**src/rtl/gtp_grs.sv**
```systemverilog
// Global reset/set generator: synchronises and filters GRS_N, holds grs_o, then releases domains in order.
// Optional event counter built when GRS_EVT_CNT_EN is defined.
module gtp_grs #(
  parameter int unsigned SYNC_STAGES   = 2,
  parameter int unsigned FILTER_CYCLES = 4,
  parameter int unsigned HOLD_CYCLES   = 16,
  parameter int unsigned NUM_DOMAINS   = 4,
  parameter int unsigned STAGE_GAP     = 2,
  parameter int unsigned CNT_WIDTH     = 8
) (
  input  logic                   video_clk,
  input  logic                   rst,
  input  logic                   GRS_N,
  output logic                   grs_o,
  output logic                   grs_n_o,
  output logic [NUM_DOMAINS-1:0] dom_rst_o,
  output logic                   grs_ready,
  output logic [CNT_WIDTH-1:0]   grs_evt_cnt
);

  localparam int unsigned LOW_W    = $clog2(FILTER_CYCLES + 1);
  localparam int unsigned HOLD_W   = (HOLD_CYCLES > 1) ? $clog2(HOLD_CYCLES) : 1;
  localparam int unsigned REL_LAST = (NUM_DOMAINS - 1) * STAGE_GAP;
  localparam int unsigned REL_W    = (REL_LAST > 0) ? $clog2(REL_LAST + 1) : 1;

  typedef enum logic [1:0] {ASSERT, HOLD, RELEASE, RUN} state_t;

  logic [SYNC_STAGES-1:0] sync_q;
  logic                   s_n;
  logic [LOW_W-1:0]       low_cnt_q;
  logic                   req;
  state_t                 state_q, state_d;
  logic [HOLD_W-1:0]      hold_cnt_q, hold_cnt_d;
  logic [REL_W-1:0]       rel_cnt_q, rel_cnt_d;
  logic [NUM_DOMAINS-1:0] dom_rst_d;

  assign s_n = sync_q[SYNC_STAGES-1];
  assign req = (low_cnt_q == LOW_W'(FILTER_CYCLES));

  // Synchroniser and low-level glitch filter
  always_ff @(posedge video_clk) begin
    if (rst) begin
      sync_q    <= '1;
      low_cnt_q <= '0;
    end else begin
      sync_q <= {sync_q[SYNC_STAGES-2:0], GRS_N};
      if (s_n)
        low_cnt_q <= '0;
      else if (!req)
        low_cnt_q <= low_cnt_q + LOW_W'(1);
    end
  end

  // State and counters; outputs are registered from the next-state decode
  always_ff @(posedge video_clk) begin
    if (rst) begin
      state_q    <= ASSERT;
      hold_cnt_q <= '0;
      rel_cnt_q  <= '0;
      grs_o      <= 1'b1;
      grs_n_o    <= 1'b0;
      dom_rst_o  <= '1;
      grs_ready  <= 1'b0;
    end else begin
      state_q    <= state_d;
      hold_cnt_q <= hold_cnt_d;
      rel_cnt_q  <= rel_cnt_d;
      grs_o      <= (state_d == ASSERT) || (state_d == HOLD);
      grs_n_o    <= !((state_d == ASSERT) || (state_d == HOLD));
      dom_rst_o  <= dom_rst_d;
      grs_ready  <= (state_d == RUN);
    end
  end

  // Next state; a live request overrides any count-based transition
  always_comb begin
    state_d    = state_q;
    hold_cnt_d = hold_cnt_q;
    rel_cnt_d  = rel_cnt_q;
    unique case (state_q)
      ASSERT: begin
        hold_cnt_d = '0;
        if (!req) state_d = HOLD;
      end
      HOLD: begin
        hold_cnt_d = hold_cnt_q + HOLD_W'(1);
        if (req) begin
          state_d = ASSERT;
        end else if (hold_cnt_q == HOLD_W'(HOLD_CYCLES - 1)) begin
          state_d   = (REL_LAST == 0) ? RUN : RELEASE;
          rel_cnt_d = '0;
        end
      end
      RELEASE: begin
        rel_cnt_d = rel_cnt_q + REL_W'(1);
        if (req)
          state_d = ASSERT;
        else if (rel_cnt_d == REL_W'(REL_LAST))
          state_d = RUN;
      end
      RUN: begin
        if (req) state_d = ASSERT;
      end
      default: state_d = ASSERT;
    endcase
  end

  // Staged domain release: domain i leaves reset once rel_cnt reaches i*STAGE_GAP
  always_comb begin
    dom_rst_d = '1;
    for (int unsigned i = 0; i < NUM_DOMAINS; i++) begin
      if (state_d == RUN)
        dom_rst_d[i] = 1'b0;
      else if (state_d == RELEASE && 32'(rel_cnt_d) >= i * STAGE_GAP)
        dom_rst_d[i] = 1'b0;
    end
  end

`ifdef GRS_EVT_CNT_EN
  // Count entries into ASSERT from any other state, saturating
  always_ff @(posedge video_clk) begin
    if (rst)
      grs_evt_cnt <= '0;
    else if (state_q != ASSERT && state_d == ASSERT && grs_evt_cnt != '1)
      grs_evt_cnt <= grs_evt_cnt + CNT_WIDTH'(1);
  end
`else
  assign grs_evt_cnt = '0;
`endif

endmodule

```
**config.mk**
```make
export PLATFORM = sky130hd
export DESIGN_NAME = gtp_grs
export DESIGN_NICKNAME = d
export VERILOG_FILES = /design/src/rtl/gtp_grs.sv
export SDC_FILE = /design/constraint.sdc
export NUM_CORES = 1
export LEC_CHECK = 0
export CAP_MARGIN = 20
export CORE_ASPECT_RATIO = 0.9
export CORE_MARGIN = 2
export CORE_UTILIZATION = 33
export CTS_BUF_LIST = sky130_fd_sc_hd__clkbuf_8
export CTS_CLUSTER_SIZE = 16
export DETAILED_ROUTE_END_ITERATION = 12
export PLACE_DENSITY = 0.66
export SYNTH_ARGS = -nofsm -noshare
export SYNTH_HDL_FRONTEND = slang
export SYNTH_SLANG_ARGS = --single-unit
```
**constraint.sdc**
```tcl
create_clock -name video_clk -period 1.66 [get_ports video_clk]
set_clock_uncertainty 0.1 [all_clocks]
set_input_delay 0.249 -clock video_clk [delete_from_list [all_inputs] [get_ports video_clk]]
set_output_delay 0.249 -clock video_clk [all_outputs]
set_load 0.1 [all_outputs]
```
Word-level counts from Yosys, hierarchy flattened
Cells that the tools add are included.
- $add $sub $neg: 3
- magnitude comparators: 3
- equal/unequal tests: 9
- muxes and demuxes: 19
- reductions and logical operators: 9
- operator list (kind ; number):
    $mux W2 ; 6
    $eq A2 B2 Y1 const B ; 4
    $mux W1 ; 8
    $pmux W2 S4 ; 1
    $pmux W4 S2 ; 1
    $add A3 B1 Y3 const B ; 2
    $eq A3 B3 Y1 const B ; 2
    $ge A3 B3 Y1 const B ; 2
    $mux W3 ; 2
    $pmux W3 S2 ; 1
    $add A4 B1 Y4 const B ; 1
    $eq A2 B1 Y1 const B ; 2
    $eq A4 B4 Y1 const B ; 1
    $logic_not A2 Y1 ; 2
    $ge A3 B2 Y1 const B ; 1
    $logic_and A1 B1 Y1 ; 3
    $reduce_bool A2 Y1 ; 1
    $reduce_or A2 Y1 ; 1
    $logic_not A1 Y1 ; 1
    $logic_or A1 B1 Y1 ; 1
- register bits: 21
- output and inout port bits: 15
- word-level logic and storage cells: 52

Logic depth before layout (Yosys ltp)
Gate-level depths: netlist of run 1.
- depth after elaboration: 9
- mapped depth: 7

Least setup slack after synthesis of run 1
OpenSTA, ideal clock, no wires.
- path type: register to register
- from: register state_q[0]
- to: register dom_rst_o[1]
- setup time: 95 ps
- arrival time: 1532 ps
- slack: -68 ps
- stages on the path, launching flop included: 7
- buffers on the path: 0
- path through: dfxtp_1 inv_1 ha_1 and3b_2 o21ai_0 nand2_1 o311ai_1
- longest elaborated chain between the ends: 7
- ends and longest elaborated chain (element ; RTL line ; RTL):
    from (decl) ; 32 ; state_t state_q, state_d;
    from (signal assigned) ; 65 ; state_q <= state_d;
    branches (longest 6 deep; another with $ge A3 B2 Y1) ; - ;
    $mux W1 (*) ; 112 ; if (state_d == RUN)
    to (signal assigned) ; 70 ; dom_rst_o <= dom_rst_d;
    to (decl) ; 16 ; output logic [NUM_DOMAINS-1:0] dom_rst_o,
Mark *: on every way between the ends.
A chain may end at the register's enable or synchronous reset.

Final worst setup path of run 1
- from: register state_q[1]
- to: register dom_rst_o[1]
Same word-level chain as after synthesis.

==> results.md, run 1 <==
* CTS Buf Count at 3
* Final nets at ~150
* Worst-path cell chain: inv_4 > ha_4 > a21bo_1 > o211ai_1 > nand2_1 > o311ai_2
* Gate Count Post-Synth at approximately 110
* Clock transition at the registers of the reported paths at around 80 ps
* Most Crowded Layer GR: met2
* Syn Std Cell Area at around 1000 µm²
* Count of buffer and inverter cells on the critical path at 1
* Met2 Track Usage GR at 0.224
* Via count of the first global-routing pass at 827
* Setup repair after global routing missed its margin: true
* Maximum number of pins on one net before global-route repair at 14
* Number of top-level pins at 18
* Commonest cells in the synthesized netlist: 21 x dfxtp_1, 9 x a21oi_1, 9 x ha_1
* Critical Path Start Type: register
* Max-Cap Viols at 0
* Final hold viol count at 0
* Peak ir drop on the vdd network at 0.000434 V
* Required time of the critical path at about 1700 ps
* Final Setup Violations at 2
* GRT Residual Overflow at 0
* Final ANT Viol Nets at 0
* H-tree levels at 1
* R2R Setup Slk at -60 ps
* EDFF count, synth at 0
* TritonCTS clock tree: done
* FF+latch count, synth at 21
* Leading post-synthesis cells by cell area: dfxtp_1 40%, ha_1 11%, buf_4 5.7%, a21oi_1 4.3%, inv_1 2.9%
* Top flip-flop cell by instance count after synthesis: dfxtp_1
* Fraction of met3 tracks used by global routing at 0.0473
* Number of fillers in the final layout at 301
* Share of synthesized flip-flops with an asynchronous set or reset at 0
* Placed Cells incl. Taps at around 170
* Relative area change from synthesis to final layout at 35.9%
* Detailed placer's ending HPWL at 1.55 mm
* Failing checks: negative setup slack
* Worst setup slack after layout at -60.3 ps
* Via count of the routed design at around 830
* Avg WL per Cell at 11.6 µm
* Final worst path period share at 1.04
* Yosys warning count at 0
* Clock latency reported for the late side of the worst-skew pair at 260 ps
* Top Family by Delay on Critical Path: compound AO/OA/AOI/OAI gates
* Weighted congestion reported at the end of routability-driven placement at roughly 0.79
* Wire length of the first global-routing pass at between 3 and 4 mm
* Buffers added on ports at 9
* Routed WL at approximately 2.1 mm
* Aggregate global-route resource usage at 0.129
* Part of the Yosys area used for sequential elements at 0.400
* Number of antenna violations at the first check in global routing at 0
* Top-count cell post-synth: dfxtp_1
* Total Die Area at 3650 µm²
* Core ar. at approximately 3000 µm²
* Met1 track demand over resource in global routing at 0.145
* Arrival time of the worst setup path at roughly 1800 ps
* Final instance area at roughly 1400 µm²
* Initial Utilization at 0.345
* CTS root buffer: clkbuf_8
* Sinks on Clock Net at 21
* Endpoint kind of the worst setup timing path: register
* Post-route minimum period at 1720 ps
* Post-DP Area at about 1300 µm²
* Antenna diode count at 0
* Iteration-0 DRC Markers at 11
* Hold crit path type: reg -> reg
* Die boundary width at between 60 and 70 µm
* Row Count at 19
* CTS Buffer Depth at 2
* Distinct cells, synth at 38
* Total power per unit cell area at 773 nW/µm²
* Fmax achieved at approximately 0.58 GHz
* Share of final-layout standard cells stronger than drive strength 1 at 0.309
* Number of optimization iterations in the first detailed-route pass at 4
* Critical setup path kind: reg -> reg
* Share of the synthesized area in the top cell type at 0.400
* Max-slew violations at 0
* Fin cells at approximately 180
* Final routed DRC violation total at 0
* Vias per std cell at between 4 and 5
* Outcome: complete, but fails checks
* Max FO, Critical Path at 4
* Delay contributed by the slowest stage of the critical path at around 370 ps
* Synth Area per Inst at 9.46 µm²
* Lkg Pwr at between 0.5 and 0.6 nW
* Post-synth top area cell: dfxtp_1
* Die Y-Extent at about 58 µm
* Cell at the slowest stage of the critical path: dfxtp_4
kinds of logic after synthesis:
| logic type | share of synthesized area |
|---|---|
| AOI/OAI and AO/OA | 0.187 |
| xor gates and xnor gates | 0.0250 |
| adders and majority gates | 0.107 |
| buffers and inverters | 0.0942 |
| DFF | 0.400 |
| muxes | 0.0191 |
| other | 0.00357 |
| and+or+nand+nor | 0.163 |
state kept, by name, indices dropped and copies added, names as in the netlist:
register    cells
dom_rst_o       4
grs_n_o         1
grs_o           1
grs_ready       1
hold_cnt_q      4
low_cnt_q       3
rel_cnt_q       3
state_q         2
sync_q          2
where the power goes:
part	internal [mW]	total, mW	switching (mW)	leakage [nW]
logic	0.0764	0.237	0.160	0.398
registers	0.513	0.519	0.00596	0.172
clock network	0.170	0.348	0.178	0.0217
metal layers:
metal	part of all wire	wire length, µm	vias to the layer above
li1	-	-	422
met3	0.032	66	2
met2	0.50	1030	11
met1	0.45	934	390
met5	0	0	-
met4	0.016	33	0
cell usage in the layout, fill, tap and decap left out, drive strengths merged:
master         synthesis  routed
a211oi                 1       1
a21bo                  1       1
a21oi                 10      10
a22oi                  1       1
a2bb2oi                1       1
a311oi                 2       2
a41o                   1       1
and2                   2       2
and3                   3       3
and3b                  1       1
buf                    9      22
clkbuf                 1       3
clkdlybuf4s50          0       2
clkinvlp               0       1
conb                   1       8
dfxtp                 21      21
ha                     9       9
inv                    8       8
mux2i                  2       2
nand2                  6       6
nand2b                 1       1
nand3                  3       3
nand3b                 2       2
nor2                   4       4
nor2b                  2       2
nor3                   3       3
o211ai                 4       4
o21ai                  3       3
o22a                   1       1
o311ai                 2       2
or2                    2       2
or3b                   1       1
xnor2                  3       3
stage by stage:
stage               hold WS (ps)  setup WS [ps]  TNS [ps]  utilization  total power [mW]
floorplan                    221           3.46         0            -             0.716
global placement             304          -56.6      -117        0.440             0.748
detailed placement           306          -70.6      -253        0.440             0.753
CTS                          327          -44.5     -91.3        0.461              1.11
global route                 339           -185      -687        0.469              1.15
finish                       319          -60.3     -91.4        0.469              1.10
worst register-to-register path: stages (launching register included):
cell and delay, ps:
dfxtp_4 370, inv_4 50, ha_4 280, a21bo_1 220
o211ai_1 250, nand2_1 110, o311ai_2 250
repair_timing:
item	CTS	global route
hold buffers	0	0
setup endpoints to repair	7	9
setup buffers	0	1
gates resized for setup	4	6
pin swaps	3	5
area by class of cell:
| cell class | instances | area, µm² | share of cell area |
|---|---|---|---|
| Clock inverter | 1 | 7.51 | 0.00526 |
| Inverter | 8 | 32.5 | 0.0228 |
| Timing Repair Buffer | 24 | 273 | 0.191 |
| Clock buffer | 3 | 41.3 | 0.0289 |
| Sequential cell | 21 | 427 | 0.299 |
| Tap cell | 42 | 52.6 | 0.0368 |
| Multi-Input combinational cell | 79 | 593 | 0.416 |
path summary, 6_finish.rpt:
check,depth (start not counted),start,end
worst min-delay path,1,sync_q[0]$_SDFF_PP1_,sync_q[1]$_SDFF_PP1_
worst max-delay path,6,state_q[1]$_SDFF_PP0_,dom_rst_o[1]$_SDFF_PP1_
worst max register to register,6,state_q[1]$_SDFF_PP0_,dom_rst_o[1]$_SDFF_PP1_
worst min register to register,1,sync_q[0]$_SDFF_PP1_,sync_q[1]$_SDFF_PP1_
No activity file was read; power rests on OpenSTA's default activity.
==> run 2, diff against run 1 <==
CTS_CLUSTER_SIZE = unset   (was 16)
==> results of run 2 <==
Final layout, timing and power as in run 1 (identical DEF).
